### src/rtl/pipe_ctrl_pkg.sv
// Shared definitions for the pipeline stall/flush controller.
//   mem_state_e     : memory-wait FSM state (IDLE=00, WAIT=01, ERR=10)
//   REG_W_DEF       : default register index width
//   MEM_TIMEOUT_DEF : default number of WAIT cycles before the error state
package pipe_ctrl_pkg;

  typedef enum logic [1:0] {
    IDLE = 2'b00,
    WAIT = 2'b01,
    ERR  = 2'b10
  } mem_state_e;

  localparam int unsigned REG_W_DEF       = 4;
  localparam int unsigned MEM_TIMEOUT_DEF = 255;

endpackage

### src/rtl/pipeline_hazard_ctrl_if.sv
// Signal bundle between the pipeline datapath and the hazard controller.
//   slave  : controller view (hazard/branch/memory status in, freeze/flush out)
//   master : datapath view (drives status, receives freeze/flush controls)
interface pipeline_hazard_ctrl_if
  import pipe_ctrl_pkg::*;
#(
  parameter int unsigned REG_W = REG_W_DEF,
  parameter int unsigned CNT_W = 16
);
  logic [REG_W-1:0] id_src1;
  logic [REG_W-1:0] id_src2;
  logic             id_use_src1;
  logic             id_use_src2;
  logic             exe_wb_en;
  logic [REG_W-1:0] exe_dest;
  logic             exe_mem_read;
  logic             mem_wb_en;
  logic [REG_W-1:0] mem_dest;
  logic             branch_taken;
  logic             mem_req;
  logic             mem_ready;
  logic             freeze_if;
  logic             flush_if;
  logic             flush_id;
  logic             freeze_all;
  logic             mem_err;
  logic [CNT_W-1:0] stall_cnt;

  modport slave (
    input  id_src1, id_src2, id_use_src1, id_use_src2,
           exe_wb_en, exe_dest, exe_mem_read, mem_wb_en, mem_dest,
           branch_taken, mem_req, mem_ready,
    output freeze_if, flush_if, flush_id, freeze_all, mem_err, stall_cnt
  );

  modport master (
    output id_src1, id_src2, id_use_src1, id_use_src2,
           exe_wb_en, exe_dest, exe_mem_read, mem_wb_en, mem_dest,
           branch_taken, mem_req, mem_ready,
    input  freeze_if, flush_if, flush_id, freeze_all, mem_err, stall_cnt
  );
endinterface

### src/rtl/pipeline_hazard_ctrl_hazard_detect.sv
// Combinational RAW / load-use hazard compare for the ID stage.
// Build option: define FORWARDING_EN to reduce the check to load-use only
// (forwarding covers every other case, MEM-stage matches never stall).
//   id_src1_i/id_src2_i, id_use_src1_i/id_use_src2_i : ID sources and their use
//   exe_wb_en_i, exe_dest_i, exe_mem_read_i          : EXE writer
//   mem_wb_en_i, mem_dest_i                          : MEM writer
//   haz_o                                            : hazard present
module hazard_detect
  import pipe_ctrl_pkg::*;
#(
  parameter int unsigned REG_W = REG_W_DEF
) (
  input  logic [REG_W-1:0] id_src1_i,
  input  logic [REG_W-1:0] id_src2_i,
  input  logic             id_use_src1_i,
  input  logic             id_use_src2_i,
  input  logic             exe_wb_en_i,
  input  logic [REG_W-1:0] exe_dest_i,
  input  logic             exe_mem_read_i,
  input  logic             mem_wb_en_i,
  input  logic [REG_W-1:0] mem_dest_i,
  output logic             haz_o
);
  logic exe_hit;
  logic mem_hit;

  assign exe_hit = exe_wb_en_i &
                   ((id_use_src1_i & (id_src1_i == exe_dest_i)) |
                    (id_use_src2_i & (id_src2_i == exe_dest_i)));
  assign mem_hit = mem_wb_en_i &
                   ((id_use_src1_i & (id_src1_i == mem_dest_i)) |
                    (id_use_src2_i & (id_src2_i == mem_dest_i)));

`ifdef FORWARDING_EN
  logic unused_mem_hit;
  assign unused_mem_hit = mem_hit;
  assign haz_o = exe_mem_read_i & exe_hit;
`else
  logic unused_mem_read;
  assign unused_mem_read = exe_mem_read_i;
  assign haz_o = exe_hit | mem_hit;
`endif
endmodule

### src/rtl/pipeline_hazard_ctrl.sv
// Central stall/flush controller for the 5-stage pipeline.
// Build option: FORWARDING_EN (see hazard_detect) selects load-use-only hazards.
//   clk, rst : clock, synchronous active-high reset
//   bus      : slave modport of pipeline_hazard_ctrl_if carrying
//              hazard/branch/memory status in and freeze_if, flush_if,
//              flush_id, freeze_all, mem_err, stall_cnt out
// Priority: memory stall > taken branch > data hazard.
module pipeline_hazard_ctrl
  import pipe_ctrl_pkg::*;
#(
  parameter int unsigned REG_W       = REG_W_DEF,
  parameter int unsigned MEM_TIMEOUT = MEM_TIMEOUT_DEF,
  parameter int unsigned CNT_W       = 16
) (
  input logic                    clk,
  input logic                    rst,
  pipeline_hazard_ctrl_if.slave  bus
);
  localparam int unsigned WAIT_W = (MEM_TIMEOUT > 1) ? $clog2(MEM_TIMEOUT) : 1;
  localparam logic [WAIT_W-1:0] WAIT_LAST = WAIT_W'(MEM_TIMEOUT - 1);

  mem_state_e        state_q;
  logic [WAIT_W-1:0] wait_q;
  logic              mem_err_q;
  logic [CNT_W-1:0]  cnt_q;
  logic [CNT_W-1:0]  cnt_d;
  logic              haz;
  logic              mem_stall;

  hazard_detect #(.REG_W(REG_W)) u_hazard_detect (
    .id_src1_i      (bus.id_src1),
    .id_src2_i      (bus.id_src2),
    .id_use_src1_i  (bus.id_use_src1),
    .id_use_src2_i  (bus.id_use_src2),
    .exe_wb_en_i    (bus.exe_wb_en),
    .exe_dest_i     (bus.exe_dest),
    .exe_mem_read_i (bus.exe_mem_read),
    .mem_wb_en_i    (bus.mem_wb_en),
    .mem_dest_i     (bus.mem_dest),
    .haz_o          (haz)
  );

  // Stall asserts in the same cycle as a missed request, not one cycle later.
  assign mem_stall = ((state_q == IDLE) & bus.mem_req & ~bus.mem_ready) |
                     (state_q != IDLE);

  // Freeze is kept low on a branch: a register freeze would mask the flush.
  always_comb begin
    bus.freeze_all = mem_stall;
    bus.freeze_if  = mem_stall | (~bus.branch_taken & haz);
    bus.flush_if   = ~mem_stall & bus.branch_taken;
    bus.flush_id   = ~mem_stall & (bus.branch_taken | haz);
  end

  assign bus.mem_err   = mem_err_q;
  assign bus.stall_cnt = cnt_q;

  always_ff @(posedge clk) begin
    if (rst) begin
      state_q   <= IDLE;
      wait_q    <= '0;
      mem_err_q <= 1'b0;
    end else begin
      unique case (state_q)
        IDLE: begin
          if (bus.mem_req & ~bus.mem_ready) begin
            state_q <= WAIT;
            wait_q  <= '0;
          end
        end
        WAIT: begin
          // mem_ready on the final wait cycle still completes the access.
          if (bus.mem_ready) begin
            state_q <= IDLE;
          end else if (wait_q == WAIT_LAST) begin
            state_q   <= ERR;
            mem_err_q <= 1'b1;
          end else begin
            wait_q <= wait_q + 1'b1;
          end
        end
        ERR: begin
          mem_err_q <= 1'b1;
        end
        default: begin
          state_q <= IDLE;
        end
      endcase
    end
  end

  always_comb begin
    cnt_d = cnt_q;
    if ((bus.freeze_if | bus.freeze_all) & ~(&cnt_q)) begin
      cnt_d = cnt_q + 1'b1;
    end
  end

  always_ff @(posedge clk) begin
    if (rst) begin
      cnt_q <= '0;
    end else begin
      cnt_q <= cnt_d;
    end
  end
endmodule

### src/flat_wrapper.sv
// flat-port wrapper written by rule: the top's interface ports become plain ports
module pipeline_hazard_ctrl_flat import pipe_ctrl_pkg::*;
#(
  parameter int unsigned REG_W       = REG_W_DEF,
  parameter int unsigned MEM_TIMEOUT = MEM_TIMEOUT_DEF,
  parameter int unsigned CNT_W       = 16
)
  (clk, rst, bus_id_src1, bus_id_src2, bus_id_use_src1, bus_id_use_src2, bus_exe_wb_en, bus_exe_dest, bus_exe_mem_read, bus_mem_wb_en, bus_mem_dest, bus_branch_taken, bus_mem_req, bus_mem_ready, bus_freeze_if, bus_flush_if, bus_flush_id, bus_freeze_all, bus_mem_err, bus_stall_cnt);
  pipeline_hazard_ctrl_if #(.REG_W(REG_W), .CNT_W(CNT_W)) bus_i ();
  input logic clk;
  input logic rst;
  input wire logic [$bits(bus_i.id_src1)-1:0] bus_id_src1;
  input wire logic [$bits(bus_i.id_src2)-1:0] bus_id_src2;
  input wire logic [$bits(bus_i.id_use_src1)-1:0] bus_id_use_src1;
  input wire logic [$bits(bus_i.id_use_src2)-1:0] bus_id_use_src2;
  input wire logic [$bits(bus_i.exe_wb_en)-1:0] bus_exe_wb_en;
  input wire logic [$bits(bus_i.exe_dest)-1:0] bus_exe_dest;
  input wire logic [$bits(bus_i.exe_mem_read)-1:0] bus_exe_mem_read;
  input wire logic [$bits(bus_i.mem_wb_en)-1:0] bus_mem_wb_en;
  input wire logic [$bits(bus_i.mem_dest)-1:0] bus_mem_dest;
  input wire logic [$bits(bus_i.branch_taken)-1:0] bus_branch_taken;
  input wire logic [$bits(bus_i.mem_req)-1:0] bus_mem_req;
  input wire logic [$bits(bus_i.mem_ready)-1:0] bus_mem_ready;
  output wire logic [$bits(bus_i.freeze_if)-1:0] bus_freeze_if;
  output wire logic [$bits(bus_i.flush_if)-1:0] bus_flush_if;
  output wire logic [$bits(bus_i.flush_id)-1:0] bus_flush_id;
  output wire logic [$bits(bus_i.freeze_all)-1:0] bus_freeze_all;
  output wire logic [$bits(bus_i.mem_err)-1:0] bus_mem_err;
  output wire logic [$bits(bus_i.stall_cnt)-1:0] bus_stall_cnt;
  assign bus_i.id_src1 = bus_id_src1;
  assign bus_i.id_src2 = bus_id_src2;
  assign bus_i.id_use_src1 = bus_id_use_src1;
  assign bus_i.id_use_src2 = bus_id_use_src2;
  assign bus_i.exe_wb_en = bus_exe_wb_en;
  assign bus_i.exe_dest = bus_exe_dest;
  assign bus_i.exe_mem_read = bus_exe_mem_read;
  assign bus_i.mem_wb_en = bus_mem_wb_en;
  assign bus_i.mem_dest = bus_mem_dest;
  assign bus_i.branch_taken = bus_branch_taken;
  assign bus_i.mem_req = bus_mem_req;
  assign bus_i.mem_ready = bus_mem_ready;
  assign bus_freeze_if = bus_i.freeze_if;
  assign bus_flush_if = bus_i.flush_if;
  assign bus_flush_id = bus_i.flush_id;
  assign bus_freeze_all = bus_i.freeze_all;
  assign bus_mem_err = bus_i.mem_err;
  assign bus_stall_cnt = bus_i.stall_cnt;
  pipeline_hazard_ctrl #(.REG_W(REG_W), .MEM_TIMEOUT(MEM_TIMEOUT), .CNT_W(CNT_W)) u_core (.clk(clk), .rst(rst), .bus(bus_i));
endmodule
### config.mk
export PLATFORM = sky130hd
export DESIGN_NAME = pipeline_hazard_ctrl_flat
export DESIGN_NICKNAME = d
export VERILOG_FILES = /design/src/rtl/pipe_ctrl_pkg.sv /design/src/rtl/pipeline_hazard_ctrl_if.sv /design/src/rtl/pipeline_hazard_ctrl_hazard_detect.sv /design/src/rtl/pipeline_hazard_ctrl.sv /design/src/flat_wrapper.sv
export SDC_FILE = /design/constraint.sdc
export NUM_CORES = 1
export LEC_CHECK = 0
export CAP_MARGIN = 20
export CORE_ASPECT_RATIO = 1.4
export CORE_MARGIN = 10
export CORE_UTILIZATION = 40
export CTS_BUF_LIST = sky130_fd_sc_hd__clkbuf_8 sky130_fd_sc_hd__clkbuf_16
export DETAILED_ROUTE_END_ITERATION = 8
export PLACE_DENSITY = 0.71
export SYNTH_ARGS = -nofsm -noshare
export SYNTH_HDL_FRONTEND = slang
export SYNTH_SLANG_ARGS = --single-unit
### constraint.sdc
create_clock -name clk -period 2 [get_ports clk]
set_input_delay 0.4 -clock clk [delete_from_list [all_inputs] [get_ports clk]]
set_output_delay 0.4 -clock clk [all_outputs]
set_load 0.01 [all_outputs]
# ---- Word level (Yosys, flattened, before mapping)
# Index checks and enable logic that the tools add are counted.
dict set report totals {
  regBits 27
  output_inout_bits 21
  wordCells 62
  input_bits 26
}
dict set report op_classes {
  addsub 2
  reduce_logical 8
  bitwise 25
  mux 11
  n_eq_ne 12
}
# cell n
set ops {}
lappend ops {{8-bit two-way mux} 3}
lappend ops {{16-bit by 1-bit adder with 16-bit output, second input constant} 1}
lappend ops {{4-bit equality test} 4}
lappend ops {{8-bit case mux with 2 select lines} 1}
lappend ops {{16-bit AND reduction} 1}
lappend ops {{1-bit bitwise AND} 13}
lappend ops {{8-bit by 1-bit adder with 8-bit output, second input constant} 1}
lappend ops {{8-bit equality test, second input constant} 1}
lappend ops {{1-bit bitwise OR} 7}
lappend ops {{2-bit two-way mux} 3}
lappend ops {{2-bit inequality test, second input constant} 3}
lappend ops {{2-bit case mux with 3 select lines} 1}
lappend ops {{3-bit AND reduction} 2}
lappend ops {{2-bit nonzero test} 3}
lappend ops {{1-bit inverter} 5}
lappend ops {{4-bit AND reduction} 1}
lappend ops {{3-bit by 2-bit inequality test with 1-bit output, second input constant} 1}
lappend ops {{2-bit by 1-bit equality test with 1-bit output, second input constant} 1}
lappend ops {{2-bit equality test, second input constant} 1}
lappend ops {{2-bit logical NOT} 1}
lappend ops {{1-bit two-way mux} 2}
lappend ops {{2-bit by 1-bit inequality test with 1-bit output, second input constant} 1}
lappend ops {{1-bit case mux with 2 select lines} 1}

# ---- Depth between registers and ports, before layout
dict set report logic_depth {
  ltp_word 9
  ltp_mapped 8
}

# ---- Modules after synthesis
# From an unflattened synthesis, not the netlist that was laid out.
dict set report hier_totals {
  cells_unflattened 208
  area_unflattened_um2 1736.7
}
# mod instances seq_area_each_um2 area_per_inst_um2 cells_each
set modules_own_cells {}
lappend modules_own_cells {pipeline_hazard_ctrl 1 540.5 1545.2 183}
lappend modules_own_cells {hazard_detect 1 0.0 191.4 25}

# ---- Worst setup path after synthesis
# Ideal clock, no wire load.
dict set report synth_timing {
  kind {register to register}
  startpoint {register u_core.cnt_q[0], in the netlist u_core.bus.stall_cnt[0]}
  endpoint {register u_core.cnt_q[12], in the netlist u_core.bus.stall_cnt[12]}
  setup_time_ps 121
  n_path_buf 0
  t_required_ps 1879
  stages_incl_launch_ff 6
  arrival_ps 1904
  period_less_slack_ps 2025
  path_slack_ps -25
  path_cell_list {dfxtp_1 > ha_1 > nand2_1 > or4_4 > o41ai_1 > mux2_2}
}
dict set report synth_via {
  elab_chain_cells 3
  word_cells_on_any_way 4
  cone_classes {add/sub: 1; bitwise: 2; reduce/logical: 1}
}
# item line
set synth_rtl {}
lappend synth_rtl {{start: declaration} pipeline_hazard_ctrl.sv:25} ;# logic [CNT_W-1:0] cnt_q;
lappend synth_rtl {{start signal: assignment} pipeline_hazard_ctrl.sv:103} ;# cnt_q <= cnt_d;
lappend synth_rtl {{branches (longest 3 deep; another with 16-bit by 1-bit adder with 16-bit output)} n/a}
# Parallel ways; which one is timed is not known.
# A chain may end at the register's enable or synchronous reset.

# ---- Final worst setup path
dict set report layout_timing {
  startpoint {input port bus_id_src2[1]}
  endpoint {output port bus_freeze_if}
}
dict set report layout_via {
  elab_chain_cells 7
  word_cells_on_any_way 11
  cone_classes {eq/ne: 2; bitwise: 9}
}
# item line
set layout_rtl {}
lappend layout_rtl {{start: declaration} flat_wrapper.sv:13} ;# input wire logic [$bits(bus_i.id_src2)-1:0] bus_id_src2;
lappend layout_rtl {{4-bit equality test (on tied branches)} {pipeline_hazard_ctrl_hazard_detect.sv:29, pipeline_hazard_ctrl_hazard_detect.sv:32}}
lappend layout_rtl {{1-bit bitwise AND (on tied branches)} {pipeline_hazard_ctrl_hazard_detect.sv:29, pipeline_hazard_ctrl_hazard_detect.sv:32}}
lappend layout_rtl {{1-bit bitwise OR (on tied branches)} {pipeline_hazard_ctrl_hazard_detect.sv:28, pipeline_hazard_ctrl_hazard_detect.sv:31}}
lappend layout_rtl {{1-bit bitwise AND (on tied branches)} {pipeline_hazard_ctrl_hazard_detect.sv:27, pipeline_hazard_ctrl_hazard_detect.sv:30}}
lappend layout_rtl {{1-bit bitwise OR (*)} pipeline_hazard_ctrl_hazard_detect.sv:41} ;# assign haz_o = exe_hit | mem_hit;
lappend layout_rtl {{1-bit bitwise AND (*)} pipeline_hazard_ctrl.sv:50} ;# bus.freeze_if = mem_stall | (~bus.branch_taken & haz);
lappend layout_rtl {{1-bit bitwise OR (*)} pipeline_hazard_ctrl.sv:50}
lappend layout_rtl {{end: declaration} flat_wrapper.sv:24} ;# output wire logic [$bits(bus_i.freeze_if)-1:0] bus_freeze_if;
# Mark *: on every way between the ends. The rest lies on a longest branch, timed or not.

==> impl_metrics.ini <==
[synth]
syn_area_um2 = 1730
synthMuxAreaShare_pct = 10.2
synth_warnings = 0
synth_top_area_share_pct = 31.2
yosys.area.top_type = dfxtp_1
ys_ff_latch = 27
synth_top_family_by_area = simple AND/OR/NAND/NOR gates
synth_xor_area_share_pct = 10.1
synth_fa_ha_area_share_pct = 2.16
synth_ff_type = dfxtp_1
synth_simple_gate_area_share_pct = 29.9
syn-num-nets = 245
syn_area_per_cell_um2 = 8.03
synthTopCellsByArea = dfxtp_1 (31%), nor2_1 (7.4%), mux2_2 (6.5%)
synth_edf_count = 0
synth_seq_area_share_pct = 31.2
async_reset_ff_share_pct = 0
synthDistinctLibCells = 40
synth_compound_area_share_pct = 12.0
synthCells = 216

[hold_path]
hold_depth = 2
hold_end = u_core.bus.mem_err
hp-start = u_core.bus.mem_err
hold_path_class = register to register

[clock_network]
cts_tree = built
clk_latency_ns = 0.28
cts_buffers = 3
root_buffer = clkbuf_8
hold_buffers = 0
path_clk_slew_ns = 0.09
cts.sink_count = 27
htreeDepth = 1
cts_max_path_buffers = 2

[global_routing]
track_usage_pct = 14.7
grt_start_max_net_pins = 36
antenna_found_initial = 0
grt_pass1_wl_um = 8990
grt_overflow = 0
grt_pass1_vias = 1940

[layout]
seqCellArea_um2 = 544
fillers = 358
multi_input_area_um2 = 1430
area_growth_pct = 62.8
fin_cells = 342
utilization_pct = 67.2
final_nets = 327
diodes = 0
drive_gt1_share_pct = 39.7

[setup_path]
cp_top_family = buffers and inverters
crit_required_ns = 1.60
path_max_fanout = 3
r2r_end = u_core.bus.stall_cnt[12]
cp_cell_sequence = buf_2 -> xor2_4 -> nor4_4 -> buf_4 -> o31ai_4 -> nand2_1 -> buf_2
path_class = primary input to output port
endpoint_kind = output port
start_kind = primary input
crit_buf_inv = 3
max_stage_delay_ns = 0.30
rrSetupSlack_ns = 0.03
r2r_cells = 7
r2r-start = u_core.bus.stall_cnt[0]
critical_path.most_common_cell = buf_2
cp_data_arrival_time_ns = 1.60
slowest_stage = o31ai_4

[timing]
fin_ws_ns = -0.00391
holdWs_ns = 0.465
slew_viol_final = 0
period_share_pct = 100
min_period_ns = 2.00
setup_violations = 1
tightestPinTransition_ns = 0.373
max_freq_mhz = 499
rsz0062_at_grt = true
fin_tns_setup_ns = -0.00391
skew_ns = 0.00267
slew_headroom_pct = 74.5
hold_viol_final = 0

[pwr]
p_total_mw = 1.13
ir_drop_mv = 0.244
power.leakage_nw = 1.11
p_per_area_nw_per_um2 = 399

[outcome]
status = finished with violations
violations = setup timing

[drt]
vias = 1877
vias_per_cell = 5.49
ant_nets = 0
drc = 0
wl_um = 5580
dr.first_iter.drc_count = 107
drt_pass1_iterations = 5
wl_per_cell_um = 16.3

[floorplanning]
die_x_um = 75.7
io_pins = 47
coreArea_um2 = 4200
fp.dieH_um = 97.9
floorplan.initialDensity_pct = 41.2
rows = 28
die-area_um2 = 7410

[placement]
dp_cells = 332
globalplace.congestion = 0.794
hpwl_um = 3830
io_buffers = 45

[flow_run]
drv_cap = 0
## per-stage QoR
step / worst slack, ns / area [um2]
global route: -0.0500 / 2820
floorplan: -0.0118 / 1740
CTS: -0.0377 / 2700
global placement: -0.660 / 2480
detailed placement: -0.696 / 2480
finish: -0.00391 / 2820
## timing repair
action / 4_1_cts / 5_1_grt
buffers inserted: 4 / 2
endpoints found under the setup margin: 19 / 19
pin swaps: 21 / 19
endpoints found under the hold margin: 0 / 0
resized for setup: 65 / 69
## Yosys cell counts, types with 4 or more instances
master	number
mux2_2	10
nand4_1	6
clkbuf_1	5
nand2_1	13
mux2_1	4
inv_1	11
nand3_1	16
xor2_1	9
dfxtp_1	27
a211oi_1	8
a21oi_1	6
nor2b_1	12
xnor2_1	11
nor2_1	34
## cells in the final DEF (no fill, tap or decap), drive strengths merged, types with 3 or more instances in the layout
master | Yosys | routed
buf | 2 | 47
xor2 | 9 | 9
clkbuf | 5 | 13
nand3 | 16 | 16
nor2b | 12 | 12
mux2 | 14 | 14
o22ai | 3 | 3
and2 | 3 | 3
a21oi | 7 | 7
ha | 3 | 3
xnor2 | 11 | 11
o21ai | 3 | 3
dfxtp | 27 | 27
nor2 | 35 | 35
a211oi | 8 | 8
clkdlybuf4s50 | 0 | 20
nand4 | 7 | 7
nor4 | 3 | 3
nand2 | 13 | 13
inv | 11 | 12
or3 | 3 | 3
dlygate4sd2 | 0 | 6
## sequential cells by signal (all words and copies together), names as in the netlist
name                  flops
u_core.bus.mem_err        1
u_core.state_q            2
u_core.bus.stall_cnt     16
u_core.wait_q             8
## worst min-delay path, cell delays in order, from the launching register on
cell and delay [ns]:
dfxtp_1 0.32, inv_1 0.05, a21oi_1 0.05
## kinds of logic after synthesis
| group | count (synthesis) |
|---|---|
| flops | 27 |
| fa+ha+maj | 3 |
| buf+inv | 18 |
| mux | 16 |
| compound gates | 30 |
| xor+xnor | 20 |
| simple gates | 102 |
## power by group
group | leakage (nW) | switching, mW | total [mW] | internal [mW]
Combinational | 0.867 | 0.131 | 0.260 | 0.129
Sequential | 0.219 | 0.00662 | 0.551 | 0.545
Clock | 0.0269 | 0.177 | 0.315 | 0.138
## how the worst max path moves through the flow
stage	cells past startpoint	end	slack [ns]	startpoint
6_report	7	bus_freeze_if	-0.004	bus_id_src2[1]
3_3_place_gp	6	bus_freeze_if	-0.66	bus_id_src2[1]
2_1_floorplan	5	u_core.bus.stall_cnt[12]	-0.01	u_core.bus.stall_cnt[1]
5_1_grt	8	bus_flush_id	-0.05	bus_mem_dest[0]
4_1_cts	6	bus_freeze_if	-0.04	bus_id_src2[1]
3_5_place_dp	6	bus_freeze_if	-0.70	bus_mem_dest[1]
## area by class of cell
type,instances,area share [%]
clock buffer,3,1.46
clock inverter,1,0.133
inverter,11,1.46
multi-input combinational,171,50.7
sequential,27,19.3
tap,45,1.99
timing repair buffer,84,25.0
## layer usage
metal	part of all wire, %	track usage (%)	vias to the layer above	wire (um)
met4	2.9	4.30	0	163
met5	0	0	-	0
met3	4.0	2.94	16	224
met2	53	26.1	52	2950
met1	40	16.8	894	2230
li1	-	-	915	-
Power figures use the tool's default switching activity.
